===== config.mk =====
export PLATFORM = sky130hd
export DESIGN_NAME = debug_recolector_flat
export DESIGN_NICKNAME = d
export VERILOG_FILES = /design/src/rtl/debug_recolector_if.sv /design/src/rtl/debug_recolector.sv /design/src/flat_wrapper.sv
export SDC_FILE = /design/constraint.sdc
export NUM_CORES = 1
export LEC_CHECK = 0
export CAP_MARGIN = 20
export CORE_MARGIN = 2
export CORE_UTILIZATION = 25
export CTS_BUF_LIST = sky130_fd_sc_hd__clkbuf_2
export DETAILED_ROUTE_END_ITERATION = 12
export SYNTH_ARGS = -nofsm -noshare
export SYNTH_HDL_FRONTEND = slang
export SYNTH_SLANG_ARGS = --single-unit

===== constraint.sdc =====
create_clock -name clk -period 1.9 [get_ports clk]
set_clock_uncertainty 0.1 [all_clocks]
set_input_delay 0.285 -clock clk [delete_from_list [all_inputs] [get_ports clk]]
set_output_delay 0.285 -clock clk [all_outputs]
set_load 0.02 [all_outputs]

===== src/rtl/debug_recolector_if.sv =====
// Handshake bundle between the debug collector, the register-file debug port
// and the UART TX byte interface.
interface debug_recolector_if #(
  parameter int len_data = 32,
  parameter int num_bits = 5,
  parameter int len_byte = 8
);
  logic                start;
  logic [len_data-1:0] in_pc;
  logic [len_data-1:0] in_cycle_count;
  logic [len_data-1:0] in_reg_data;
  logic                in_tx_done;
  logic [num_bits-1:0] out_reg_addr;
  logic [len_byte-1:0] out_tx_data;
  logic                out_tx_start;
  logic                out_busy;
  logic                out_done;

  modport slave (
    input  start, in_pc, in_cycle_count, in_reg_data, in_tx_done,
    output out_reg_addr, out_tx_data, out_tx_start, out_busy, out_done
  );

  modport master (
    output start, in_pc, in_cycle_count, in_reg_data, in_tx_done,
    input  out_reg_addr, out_tx_data, out_tx_start, out_busy, out_done
  );
endinterface


===== src/rtl/debug_recolector.sv =====
// Post-halt state dump: PC, cycle count, then every register, each word sent
// MSB-first as bytes over the UART TX byte handshake.
//
// state | meaning
// IDLE  | waiting for start
// LOAD  | capture selected word (PC / cycle count / register) into shift reg
// SEND  | one-cycle out_tx_start with the top byte of the shift reg
// WAIT  | hold byte until UART reports done
// NEXT  | advance to the next word or finish
// DONE  | one-cycle out_done pulse
module debug_recolector #(
  parameter int len_data = 32,
  parameter int num_bits = 5,
  parameter int num_regs = 32,
  parameter int len_byte = 8
) (
  input  logic              clk,
  input  logic              reset,
  debug_recolector_if.slave dbg
);

  localparam int WIDX_W = $clog2(num_regs + 2);
  localparam int BYTES  = len_data / len_byte;
  localparam int BIDX_W = (BYTES > 1) ? $clog2(BYTES) : 1;

  localparam logic [WIDX_W-1:0] LAST_WORD = WIDX_W'(num_regs + 1);
  localparam logic [BIDX_W-1:0] LAST_BYTE = BIDX_W'(BYTES - 1);

  localparam logic [2:0] ST_IDLE = 3'd0;
  localparam logic [2:0] ST_LOAD = 3'd1;
  localparam logic [2:0] ST_SEND = 3'd2;
  localparam logic [2:0] ST_WAIT = 3'd3;
  localparam logic [2:0] ST_NEXT = 3'd4;
  localparam logic [2:0] ST_DONE = 3'd5;

  logic [2:0]          state_q,    state_d;
  logic [WIDX_W-1:0]   word_idx_q, word_idx_d;
  logic [BIDX_W-1:0]   byte_idx_q, byte_idx_d;
  logic [len_data-1:0] shift_q,    shift_d;
  logic [num_bits-1:0] reg_addr_q, reg_addr_d;
  logic [len_byte-1:0] tx_data_q,  tx_data_d;

  logic [len_data-1:0] word_sel;
  logic [WIDX_W-1:0]   idx_inc;

  always_comb begin
    word_sel = dbg.in_reg_data;
    if (word_idx_q == '0) begin
      word_sel = dbg.in_pc;
    end else if (word_idx_q == WIDX_W'(1)) begin
      word_sel = dbg.in_cycle_count;
    end
  end

  assign idx_inc = word_idx_q + WIDX_W'(1);

  always_comb begin
    state_d    = state_q;
    word_idx_d = word_idx_q;
    byte_idx_d = byte_idx_q;
    shift_d    = shift_q;
    reg_addr_d = reg_addr_q;
    tx_data_d  = tx_data_q;
    case (state_q)
      ST_IDLE: begin
        if (dbg.start) begin
          state_d    = ST_LOAD;
          word_idx_d = '0;
          reg_addr_d = '0;
        end
      end
      ST_LOAD: begin
        shift_d    = word_sel;
        byte_idx_d = '0;
        tx_data_d  = word_sel[len_data-1 -: len_byte];
        state_d    = ST_SEND;
      end
      ST_SEND: state_d = ST_WAIT;
      ST_WAIT: begin
        if (dbg.in_tx_done) begin
          if (byte_idx_q == LAST_BYTE) begin
            state_d = ST_NEXT;
          end else begin
            // tx_data takes the byte that becomes the new top of the shift reg
            shift_d    = shift_q << len_byte;
            tx_data_d  = shift_q[len_data-len_byte-1 -: len_byte];
            byte_idx_d = byte_idx_q + BIDX_W'(1);
            state_d    = ST_SEND;
          end
        end
      end
      ST_NEXT: begin
        if (word_idx_q == LAST_WORD) begin
          state_d = ST_DONE;
        end else begin
          word_idx_d = idx_inc;
          reg_addr_d = (idx_inc >= WIDX_W'(2)) ? num_bits'(idx_inc - WIDX_W'(2)) : '0;
          state_d    = ST_LOAD;
        end
      end
      ST_DONE: state_d = ST_IDLE;
      default: state_d = ST_IDLE;
    endcase
  end

  always_ff @(posedge clk) begin
    if (reset) begin
      state_q    <= ST_IDLE;
      word_idx_q <= '0;
      byte_idx_q <= '0;
      shift_q    <= '0;
      reg_addr_q <= '0;
      tx_data_q  <= '0;
    end else begin
      state_q    <= state_d;
      word_idx_q <= word_idx_d;
      byte_idx_q <= byte_idx_d;
      shift_q    <= shift_d;
      reg_addr_q <= reg_addr_d;
      tx_data_q  <= tx_data_d;
    end
  end

  assign dbg.out_reg_addr = reg_addr_q;
  assign dbg.out_tx_data  = tx_data_q;
  assign dbg.out_tx_start = (state_q == ST_SEND);
  assign dbg.out_busy     = (state_q != ST_IDLE);
  assign dbg.out_done     = (state_q == ST_DONE);

endmodule

===== src/flat_wrapper.sv =====
// flat-port wrapper written by rule: the top's interface ports become plain ports
module debug_recolector_flat 
#(
  parameter int len_data = 32,
  parameter int num_bits = 5,
  parameter int num_regs = 32,
  parameter int len_byte = 8
)
  (clk, reset, dbg_start, dbg_in_pc, dbg_in_cycle_count, dbg_in_reg_data, dbg_in_tx_done, dbg_out_reg_addr, dbg_out_tx_data, dbg_out_tx_start, dbg_out_busy, dbg_out_done);
  debug_recolector_if #(.len_data(len_data), .num_bits(num_bits), .len_byte(len_byte)) dbg_i ();
  input  logic clk;
  input  logic reset;
  input wire logic [$bits(dbg_i.start)-1:0] dbg_start;
  input wire logic [$bits(dbg_i.in_pc)-1:0] dbg_in_pc;
  input wire logic [$bits(dbg_i.in_cycle_count)-1:0] dbg_in_cycle_count;
  input wire logic [$bits(dbg_i.in_reg_data)-1:0] dbg_in_reg_data;
  input wire logic [$bits(dbg_i.in_tx_done)-1:0] dbg_in_tx_done;
  output wire logic [$bits(dbg_i.out_reg_addr)-1:0] dbg_out_reg_addr;
  output wire logic [$bits(dbg_i.out_tx_data)-1:0] dbg_out_tx_data;
  output wire logic [$bits(dbg_i.out_tx_start)-1:0] dbg_out_tx_start;
  output wire logic [$bits(dbg_i.out_busy)-1:0] dbg_out_busy;
  output wire logic [$bits(dbg_i.out_done)-1:0] dbg_out_done;
  assign dbg_i.start = dbg_start;
  assign dbg_i.in_pc = dbg_in_pc;
  assign dbg_i.in_cycle_count = dbg_in_cycle_count;
  assign dbg_i.in_reg_data = dbg_in_reg_data;
  assign dbg_i.in_tx_done = dbg_in_tx_done;
  assign dbg_out_reg_addr = dbg_i.out_reg_addr;
  assign dbg_out_tx_data = dbg_i.out_tx_data;
  assign dbg_out_tx_start = dbg_i.out_tx_start;
  assign dbg_out_busy = dbg_i.out_busy;
  assign dbg_out_done = dbg_i.out_done;
  debug_recolector #(.len_data(len_data), .num_bits(num_bits), .num_regs(num_regs), .len_byte(len_byte)) u_core (.clk(clk), .reset(reset), .dbg(dbg_i));
endmodule

# [Yosys cells after proc, flatten, opt, wreduce, memory -nomap -nowiden]
# Index checks and enable logic that the tools add are counted.
[classes] eq_ne=12 n_reduce_logical=8 magnitude_cmp=1 add_sub_neg=3 mux=23
[ops] op="32-bit 2-to-1 mux" n=2
[ops] op="24-bit 2-to-1 mux" n=2
[ops] op="24-bit one-hot mux with 2 select lines" n=1
[ops] op="8-bit 2-to-1 mux" n=2
[ops] op="8-bit one-hot mux with 2 select lines" n=1
[ops] op="5-bit 2-to-1 mux" n=3
[ops] op="3-bit one-hot mux with 5 select lines" n=1
[ops] op="3-bit 2-to-1 mux" n=4
[ops] op="6-bit 2-to-1 mux" n=2
[ops] op="6-bit one-hot mux with 2 select lines" n=1
[ops] op="5-bit one-hot mux with 2 select lines" n=1
[ops] op="2-bit inequality test, second input constant" n=4
[ops] op="6-bit by 1-bit adder with 6-bit output, second input constant" n=1
[ops] op="3-bit by 2-bit equality test with 1-bit output, second input constant" n=2
[ops] op="3-bit equality test, second input constant" n=2
[ops] op="6-bit by 1-bit equality test with 1-bit output, second input constant" n=1
[ops] op="6-bit equality test, second input constant" n=1
[ops] op="6-bit by 2-bit greater-or-equal comparator with 1-bit output, second input constant" n=1
[ops] op="6-bit logical NOT" n=1
[ops] op="3-bit AND reduction" n=2
[ops] op="5-bit by 2-bit subtractor with 5-bit output, second input constant" n=1
[ops] op="2-bit 2-to-1 mux" n=2
[ops] op="2-bit one-hot mux with 2 select lines" n=1
[ops] op="2-bit nonzero test" n=2
[ops] op="other kinds (6)" n=6
[word_totals] register_bits=48

# [Depth between registers and ports, before layout]
# Gate-level depths: netlist of run 1.
[depth] depth_word=5 mapped_depth=8

# [Worst setup path after synthesis of run 1]
# Ideal clock, no wire load.
[synth_path] kind="reg2reg" startpoint="register u_core.word_idx_q[2]" endpoint="register u_core.shift_q[11]" path_buffers=2 t_arrival_ns=1.729 setup_slack_ns=-0.018 stages_incl_launch_ff=8 setup_time_ns=0.089 period_less_slack_ns=1.918 required_ns=1.711 cell_sequence="dfxtp_1 -> buf_6 -> nor4_4 -> nand2_4 -> buf_4 -> mux2i_1 -> a211o_1 -> a311oi_2"
[synth_via] elab_chain_cells=4 word_cells_on_any_way=5 cone_classes="eq/ne: 1; mux: 3; reduce/logical: 1"
[synth_rtl] item="start, declared" line_no="debug_recolector.sv:37" rtl="logic [WIDX_W-1:0] word_idx_q, word_idx_d;"
[synth_rtl] item="start signal, assigned" line_no="debug_recolector.sv:116" rtl="word_idx_q <= word_idx_d;"
[synth_rtl] item="6-bit by 1-bit equality test with 1-bit output" line_no="debug_recolector.sv:50" rtl="end else if (word_idx_q == WIDX_W'(1)) begin"
[synth_rtl] item="32-bit 2-to-1 mux" line_no="debug_recolector.sv:50"
[synth_rtl] item="32-bit 2-to-1 mux *" line_no="debug_recolector.sv:48" rtl="if (word_idx_q == '0) begin"
[synth_rtl] item="24-bit one-hot mux with 2 select lines *" line_no="debug_recolector.sv:64" rtl="case (state_q)"
[synth_rtl] item="end signal, assigned" line_no="debug_recolector.sv:118" rtl="shift_q <= shift_d;"
[synth_rtl] item="end, declared" line_no="debug_recolector.sv:39" rtl="logic [len_data-1:0] shift_q, shift_d;"
# Every way passes the cells marked *; elsewhere a longest branch is shown, timed or not.
# A chain may end at the register's enable or synchronous reset.

# [Worst setup path in the final report of run 1]
[layout_path] startpoint="register u_core.word_idx_q[2]" endpoint="register u_core.shift_q[12]"
# Same word-level chain as after synthesis.

==> flow_summary.toml, run 1 <==
[setup_path]
crit_chain = "nor4_4 > buf_4 > nand2_4 > buf_12 > mux2i_1 > a211o_1 > a311oi_2"
cp_slowest_cell = "dfxtp_2"
cp.required_ns = 2.16
critPathLaunchType = "register"
crit_fanout = 20
critPathKind = "register to register"
max_stage_delay_ns = 0.39
arrival_ns = 2.16
crit_path_end_kind = "register"

[floorplanning]
io-pin-count = 116
die_width_um = 115
initial_utilization_pct = 25.7
die_h_um = 115
num_rows = 40
die_area_um2 = 13300
coreArea_um2 = 12100

[outcome]
violations = "setup timing"
status = "complete, but fails checks"

[timing]
rsz0062_at_grt = "yes"
hold_viol_final = 0
drv_slew = 0
holdWs_ns = 0.397
finalSetupViolCount = 2
min_period_over_period_pct = 100
slew_headroom_pct = 73.4
worst_slack_ns = -0.00285
max_freq_mhz = 526
worstMarginPinSlew_ns = 0.398
period_minus_slack_ns = 1.90

[cts]
clock_path_buffers = 2
cts_root_buf = "clkbuf_2"
insertion_delay_ns = 0.43
cts_tree = "done"
clk_pin_slew_ns = 0.26
htreeDepth = 2
cts.sinks = 48
cts_buffers = 5

[routing]
drt_iter0_drc = 93
ant_nets = 0
route.detailed.drc = 0
wirelength_um = 8690
wl_per_cell_um = 13.3
vias = 3010
first_pass_iters = 4
via_per_inst = 4.60

[placed_design]
dpl_worst_slack_ns = -0.0266
placedCellCount = 637
dpl_cell_area_um2 = 4600
io_buffers = 115
place_congestion = 0.727
dp_hpwl_um = 6220

[synth]
yosys_warnings = 0
syn-cell-area_um2 = 3100
yosysUniqueCellTypes = 40
syn-num-nets = 461
syn-mean-instance-area_um2 = 8.73
ys_seq_area_share_pct = 31.0
syn_inst = 355
ys_ff_latch = 48

[power]
cellLeakagePower_nw = 2.27
peakVddDrop_mv = 0.370
power_density_nw_per_um2 = 467
total_power_mw = 2.30

[global_route]
grt_pass1_vias = 2961
antenna_found_initial = 0
grt_pass1_wl_um = 13100
grtUsageTotal_pct = 11.9
grt_max_degree = 51
grt_overflow = 0

[final_layout]
drive_gt1_share_pct = 21.0
diodes = 0
stdcell_count = 654
area_growth_syn_to_layout_pct = 59.2
postLayoutCellArea_um2 = 4930
nets = 591

[min_path]
hp-class = "register to register"

[job]
drv_cap = 0
==> registers in the layout (all words and copies together) (netlist names) <==
register / cells
u_core.dbg.out_tx_data: 8
u_core.word_idx_q: 6
u_core.dbg.out_reg_addr: 5
u_core.shift_q: 24
u_core.state_q: 3
u_core.byte_idx_q: 2
==> logic make-up (layout without fill, tap and decap cells) <==
| kind of cell | after synthesis | after routing | synth area share [%] |
|---|---|---|---|
| adder cells (fa/ha/maj) | 6 | 6 | 2.42 |
| flip-flops | 48 | 48 | 31.0 |
| multiplexers | 34 | 34 | 11.0 |
| AO/OA/AOI/OAI | 99 | 99 | 28.5 |
| AND/OR/NAND/NOR | 127 | 127 | 19.9 |
| buffers and inverters | 37 | 168 | 6.02 |
| XOR/XNOR | 4 | 4 | 1.13 |
==> metal layers <==
layer | share of wire (%) | wire length, um | track usage, %
met4 | 0.78 | 68 | 2.89
met3 | 4.8 | 414 | 2.69
met2 | 50 | 4320 | 20.9
met1 | 45 | 3890 | 14.7
met5 | 0 | 0 | 0
==> where the power goes <==
group	internal (mW)	total [mW]	leakage [nW]	switching (mW)
registers	1.07	1.11	0.396	0.0353
clock network	0.228	0.585	0.0431	0.357
logic	0.368	0.613	1.83	0.245
==> critical path, delay by kind of cell (launching register included) <==
kind	cells	cell delay (ns)
and+or+nand+nor	2	0.34
AOI/OAI and AO/OA	2	0.55
buffers and inverters	2	0.33
DFF	1	0.39
muxes	1	0.13
==> repair_timing <==
action	4_1_cts	5_1_grt
gates resized for setup	18	35
hold buffers	1	0
pin swaps	5	11
endpoints found under the hold margin	3	0
gates cloned	0	2
setup buffers	1	5
endpoints found under the setup margin	28	47
==> cells in the final DEF (no fill, tap or decap), types with 4 or more instances in the layout <==
cell type         n
clkdlybuf4s50_1  99
nor2_1           58
dfxtp_1          41
mux2i_1          33
nand2_1          30
buf_4            30
a211o_1          24
a311oi_2         24
a21oi_1          18
dlymetal6s2s_1   12
o21ai_0          10
a21o_1            8
nand3_1           8
nand3b_1          6
clkbuf_2          6
buf_12            6
dfxtp_2           5
inv_1             4
==> synthesized netlist by cell type <==
master | instances | share of area (%)
nor2_1 | 58 | 7.0
dfxtp_1 | 48 | 31
mux2i_1 | 33 | 11
nand2_1 | 30 | 3.6
a211o_1 | 24 | 6.8
a311oi_2 | 24 | 12
clkbuf_1 | 20 | 2.4
a21oi_1 | 19 | 3.1
o21ai_0 | 10 | 1.6
a21o_1 | 8 | 1.9
nand3_1 | 8 | 1.3
ha_1 | 6 | 2.4
nand3b_1 | 6 | 1.5
buf_2 | 5 | 0.81
inv_1 | 5 | 0.61
a211oi_1 | 4 | 0.97
buf_6 | 4 | 1.5
o41ai_1 | 4 | 1.1
xnor2_1 | 4 | 1.1
a22oi_1 | 3 | 0.73
and2_1 | 3 | 0.61
buf_4 | 3 | 0.73
nand2b_1 | 3 | 0.61
nor3_1 | 3 | 0.48
nand2_4 | 2 | 0.73
nor2b_1 | 2 | 0.40
nor3b_1 | 2 | 0.48
nor4_1 | 2 | 0.40
a21bo_2 | 1 | 0.32
a31oi_1 | 1 | 0.20
and3_1 | 1 | 0.20
and3b_1 | 1 | 0.28
and4_1 | 1 | 0.28
mux2_2 | 1 | 0.36
nor3_2 | 1 | 0.32
nor4_4 | 1 | 0.69
nor4b_2 | 1 | 0.48
o21ai_1 | 1 | 0.16
or3_1 | 1 | 0.20
or3b_1 | 1 | 0.28
==> final timing paths <==
path | start | endpoint | slack, ns | cells after the start
setup / recovery | u_core.word_idx_q[2]$_SDFFE_PP0P_ | u_core.shift_q[12]$_SDFFE_PP0P_ | -0.003 | 7
hold / removal | u_core.shift_q[5]$_SDFFE_PP0P_ | u_core.shift_q[5]$_SDFFE_PP0P_ | 0.40 | 1
setup reg to reg | u_core.word_idx_q[2]$_SDFFE_PP0P_ | u_core.shift_q[12]$_SDFFE_PP0P_ | -0.003 | 7
hold reg to reg | u_core.shift_q[5]$_SDFFE_PP0P_ | u_core.shift_q[5]$_SDFFE_PP0P_ | 0.40 | 1
==> metrics by stage <==
stage	utilization, %	TNS (ns)
floorplan	-	-0.393
global placement	38.1	0
detailed placement	38.1	-0.0349
CTS	39.1	-0.735
global route	40.9	-0.571
finish	40.9	-0.00483
==> area by class of cell <==
cell class	count	area, um2
clock inverters	3	47.5
inverters	5	18.8
well taps	168	210
fillers	1202	7130
flip-flops and latches	48	975
clock buffers	5	25.0
repair buffers	155	1580
multi-input cells	270	2070
(Power assumes the default switching activity.)
==> run 2: changes to the inputs <==
--- a/config.mk
+++ b/config.mk
@@ -6,7 +6,7 @@
 export NUM_CORES = 1
 export LEC_CHECK = 0
 export CAP_MARGIN = 20
-export CORE_MARGIN = 2
+export CORE_MARGIN = 1
 export CORE_UTILIZATION = 25
 export CTS_BUF_LIST = sky130_fd_sc_hd__clkbuf_2
 export DETAILED_ROUTE_END_ITERATION = 12
==> run 2 against run 1 <==
  * The flow now finishes without violations
  * Total power shrank 0.82%
  * Critical path depth shrank 1
  * Register-to-register slack gained 0.03 ns
  * Worst setup slack gained 0.035 ns
  * Non-clock buffer count grew 1
  * Wire length shrank 4.1%
  * Die area shrank 3.4%
  * Sequential share of layout area is essentially flat
  * First-iteration DRC count grew 28%
  * Critical path type unchanged
  * Critical endpoint is now u_core.shift_q[23]$_SDFFE_PP0P_
==> flow_summary.toml, run 2 (synthesis gave the netlist of run 1 again) <==
[global_route]
grt_pass1_vias = 2944
antenna_found_initial = 0
grt_pass1_wl_um = 13500
grtUsageTotal_pct = 12.8
grt_max_degree = 44
grt_overflow = 0

[timing]
fin_setup_tns_ns = 0
worstMarginPinSlew_ns = 0.408
max_freq_mhz = 535
finalSetupViolCount = 0
min_period_over_period_pct = 98.3
slew_headroom_pct = 72.8
rsz0062_at_grt = "yes"
period_minus_slack_ns = 1.87
hold_viol_final = 0
worst_slack_ns = 0.0318
drv_slew = 0

[final_layout]
postLayoutCellArea_um2 = 4920
diodes = 0
layout_commonest_cell = "clkdlybuf4s50_1"
largest_reg_flops = 24
drive_gt1_share_pct = 20.1
nets = 592
fillers = 1214
regMostFlops = "u_core.shift_q"
fin_util_pct = 40.8
final_cell_mix = "clkdlybuf4s50_1 (108), nor2_1 (57), dfxtp_1 (42)"
area_growth_syn_to_layout_pct = 58.7

[routing]
route.detailed.drc = 0
via_per_inst = 4.57
drt_iter0_drc = 119
wirelength_um = 8330
wl_per_cell_um = 12.7
vias = 2995
ant_nets = 0
first_pass_iters = 5

[setup_path]
arrival_ns = 2.15
critPathKind = "register to register"
critPathLaunchType = "register"
crit_fanout = 20
cp.required_ns = 2.18
crit_path_end_kind = "register"

[floorplanning]
io-pin-count = 116
initial_utilization_pct = 25.7
num_rows = 40
die_h_um = 113
coreArea_um2 = 12100
die_width_um = 113
die_area_um2 = 12800

[power]
total_power_mw = 2.28
power_density_nw_per_um2 = 464
cellLeakagePower_nw = 2.12
peakVddDrop_mv = 0.292

[job]
drv_cap = 0

[placed_design]
place_congestion = 0.751
io_buffers = 115
dp_hpwl_um = 6350
dpl_worst_slack_ns = -0.0770
dpl_cell_area_um2 = 4640

[min_path]
hp-class = "input pin to register"

[outcome]
status = "complete, no violations"

[cts]
insertion_delay_ns = 0.43
cts_buffers = 5
htreeDepth = 2
clk_pin_slew_ns = 0.25
cts_root_buf = "clkbuf_2"
cts_tree = "done"
clock_path_buffers = 2
cts.sinks = 48
-- run 2: cell count changes in the layout (fill, tap and decap cells not counted), moves of 2 or more --
cell             before  now
a211oi_1              2    4
a211oi_2              2    0
buf_12                6    8
clkdlybuf4s50_1      99  108
dlymetal6s2s_1       12    3
o21ai_0              10    4
o21ai_1               1    7
-- run 2: through the flow --
step / hold WS [ns] / instances
6_report: 0.392 / 655
3_5_place_dp: 0.341 / 639
4_1_cts: 0.368 / 651
3_3_place_gp: 0.335 / 639
5_1_grt: 0.415 / 655
2_1_floorplan: 0.319 / 355
-- run 2: power breakdown --
group          internal [mW]  total (mW)  switching (mW)
clock network          0.221       0.566           0.345
logic                  0.370       0.614           0.245
registers               1.07        1.10          0.0347
total                   1.66        2.28           0.624
-- run 2: final timing paths --
kind | startpoint | slack (ns) | cells after the start | end
setup / recovery | u_core.word_idx_q[2]$_SDFFE_PP0P_ | 0.03 | 6 | u_core.shift_q[23]$_SDFFE_PP0P_
hold / removal | dbg_start | 0.39 | 3 | u_core.state_q[0]$_SDFFE_PP0P_
setup reg to reg | u_core.word_idx_q[2]$_SDFFE_PP0P_ | 0.03 | 6 | u_core.shift_q[23]$_SDFFE_PP0P_
hold reg to reg | u_core.shift_q[2]$_SDFFE_PP0P_ | 0.39 | 1 | u_core.shift_q[2]$_SDFFE_PP0P_
-- run 2: layout make-up --
cell class                 count  area (um2)  area share [%]
timing repair buffer         156        1590            32.4
multi-input combinational    270        2060            41.8
clock buffer                   5        25.0           0.509
sequential                    48         973            19.8
inverter                       5        18.8           0.382
tap                          168         210            4.27
clock inverter                 3        42.5           0.865
-- run 2: what timing repair did --
action,4_1_cts,5_1_grt
pin swaps,1,6
gates resized for setup,18,20
setup buffers,3,2
endpoints found under the hold margin,2,0
gates cloned,0,2
setup endpoints to repair,36,38
hold buffers,1,0
-- run 2: worst max-delay path, cell delays in order (launching register included) --
cell	delay, ns
dfxtp_2	0.39
nor4_4	0.34
nand2_4	0.10
buf_12	0.18
mux2i_1	0.14
a211o_1	0.32
a311oi_2	0.23
-- run 2: metal layers --
metal / routed length, um / part of all wire [%] / track usage [%]
met3: 384 / 4.6 / 2.41
met4: 85 / 1.0 / 3.51
met5: 0 / 0 / 0
met2: 4140 / 50 / 22.9
met1: 3720 / 45 / 15.6
==> run 3: changes to the inputs <==
==> constraint.sdc (replaced) <==
create_clock -name clk -period 2.01 [get_ports clk]
set_clock_uncertainty 0.1 [all_clocks]
set_input_delay 0.3015 -clock clk [delete_from_list [all_inputs] [get_ports clk]]
set_output_delay 0.3015 -clock clk [all_outputs]
set_load 0.02 [all_outputs]
==> run 3 against run 2 <==
  * Critical path depth unchanged
  * Final area down 4.5%
  * Clock power grew 13%
  * Sequential share of layout area grew 0.80 points
  * Core utilization is 1.8 points lower
  * Non-clock buffer count shrank 18
  * Total power down 1.4%
  * Critical endpoint is now u_core.dbg.out_tx_data[6]$_SDFFE_PP0P_
  * Largest cell class unchanged
==> flow_summary.toml, run 3 (synthesis gave the netlist of run 1 again) <==
[timing]
max_freq_mhz = 504
rsz0062_at_grt = "yes"
hold_viol_final = 0
drv_slew = 0
slew_headroom_pct = 73.8
finalSetupViolCount = 0
period_minus_slack_ns = 1.99
worst_slack_ns = 0.0246
worstMarginPinSlew_ns = 0.393
min_period_over_period_pct = 98.8
holdWs_ns = 0.163

[final_layout]
largest_reg_flops = 24
regMostFlops = "u_core.shift_q"
final_cell_mix = "clkdlybuf4s50_1 (111), nor2_1 (58), dfxtp_1 (43)"
area_growth_syn_to_layout_pct = 51.6
fillers = 1255
nets = 574
diodes = 0
drive_gt1_share_pct = 15.4
layout_commonest_cell = "clkdlybuf4s50_1"

[cts]
hold_buffers = 0
cts.sinks = 48
htreeDepth = 2
insertion_delay_ns = 0.41
cts_root_buf = "clkbuf_2"
clock_path_buffers = 2
cts_buffers = 5
clk_pin_slew_ns = 0.24
cts_setup_buffers = 0
cts_tree = "done"

[power]
peakVddDrop_mv = 0.263
cellLeakagePower_nw = 1.98
power_density_nw_per_um2 = 479

[routing]
wl_per_cell_um = 13.0
via_per_inst = 4.61
drt_iter0_drc = 90
vias = 2933
wirelength_um = 8290
route.detailed.drc = 0
first_pass_iters = 4
ant_nets = 0

[floorplanning]
initial_utilization_pct = 25.7
coreArea_um2 = 12100
die_area_um2 = 12800
die_h_um = 113
num_rows = 40
io-pin-count = 116
die_width_um = 113

[job]
drv_cap = 0

[placed_design]
dpl_worst_slack_ns = 0.0406
io_buffers = 115
place_congestion = 0.815
dp_hpwl_um = 5940

[setup_path]
cp.depth = 6
critPathLaunchType = "register"
crit_fanout = 16
worst-r2r-cell-count = 6
critPathKind = "register to register"
cp_slowest_cell = "dfxtp_2"
cp_num_buf_inv = 1
crit_family = "simple AND/OR/NAND/NOR gates"
crit_chain = "nor4_4 > nand2_4 > clkbuf_16 > mux2i_1 > a211o_1 > a311oi_2"
crit_path_end_kind = "register"
cp.required_ns = 2.27
max_stage_delay_ns = 0.39
arrival_ns = 2.24

[global_route]
grtUsageTotal_pct = 12.5
antenna_found_initial = 0
grt_pass1_wl_um = 13200
grt_max_degree = 51
grt_pass1_vias = 2862
grt_overflow = 0

[min_path]
hp-class = "input pin to register"
min_path_cells = 2

[outcome]
status = "complete, no violations"
run 3: changes by cell type in the layout (fill, tap and decap cells not counted), moves of 3 or more:
| cell | before | now |
|---|---|---|
| buf_4 | 30 | 16 |
| dlymetal6s2s_1 | 3 | 0 |
| clkdlybuf4s50_1 | 108 | 111 |
| buf_12 | 8 | 4 |
| o21ai_1 | 7 | 1 |
| o21ai_0 | 4 | 10 |
run 3: area by class of cell:
| class | instances | area, um2 | share of cell area, % |
|---|---|---|---|
| clock buffer | 5 | 25.0 | 0.533 |
| tap | 168 | 210 | 4.48 |
| sequential | 48 | 967 | 20.6 |
| timing repair buffer | 138 | 1420 | 30.2 |
| clock inverter | 2 | 60.1 | 1.28 |
| inverter | 5 | 18.8 | 0.400 |
| multi-input combinational | 270 | 2000 | 42.5 |
run 3: timing repair:
item / CTS / global route
pin swaps: 0 / 8
resized for setup: 6 / 8
setup endpoints to repair: 3 / 13
cloned: 0 / 2
run 3: worst paths after layout:
kind	end	slack [ns]	startpoint
max	u_core.dbg.out_tx_data[6]$_SDFFE_PP0P_	0.02	u_core.word_idx_q[2]$_SDFFE_PP0P_
min	u_core.word_idx_q[0]$_SDFFE_PP0P_	0.16	reset
max reg2reg	u_core.dbg.out_tx_data[6]$_SDFFE_PP0P_	0.02	u_core.word_idx_q[2]$_SDFFE_PP0P_
min reg2reg	u_core.shift_q[1]$_SDFFE_PP0P_	0.39	u_core.shift_q[1]$_SDFFE_PP0P_
run 3: report_power, final:
part	internal [mW]	switching, mW
clock network	0.328	0.311
logic	0.340	0.228
registers	1.01	0.0336
total	1.68	0.572
run 3: metal layers:
layer  GRT usage, %  wire length (um)  up-vias  share of wire, %
li1               -                 -     1526                 -
met1           15.9              3820     1328                46
met2           21.6              3980       73                48
met3           2.41               414        6               5.0
met4           3.16                78        0              0.94
met5              0                 0        -                 0
run 3: worst register-to-register path, stage by stage (launching register included):
cell and delay, ns:
dfxtp_2 0.39, nor4_4 0.39, nand2_4 0.15, clkbuf_16 0.23, mux2i_1 0.13, a211o_1 0.30
a311oi_2 0.22
run 3: metrics by stage:
| stage | setup TNS, ns | power, mW | cells | util [%] | area, um2 |
|---|---|---|---|---|---|
| final | 0 | 2.25 | 636 | 38.9 | 4700 |
| after global routing | -0.0441 | 2.37 | 636 | 38.9 | 4700 |
| after CTS | 0 | 2.28 | 634 | 38.2 | 4610 |
| after detailed placement | 0 | 1.64 | 627 | 37.5 | 4520 |
| after global placement | 0 | 1.63 | 627 | 37.5 | 4520 |
| after floorplan | 0 | 1.33 | 355 | - | 3100 |
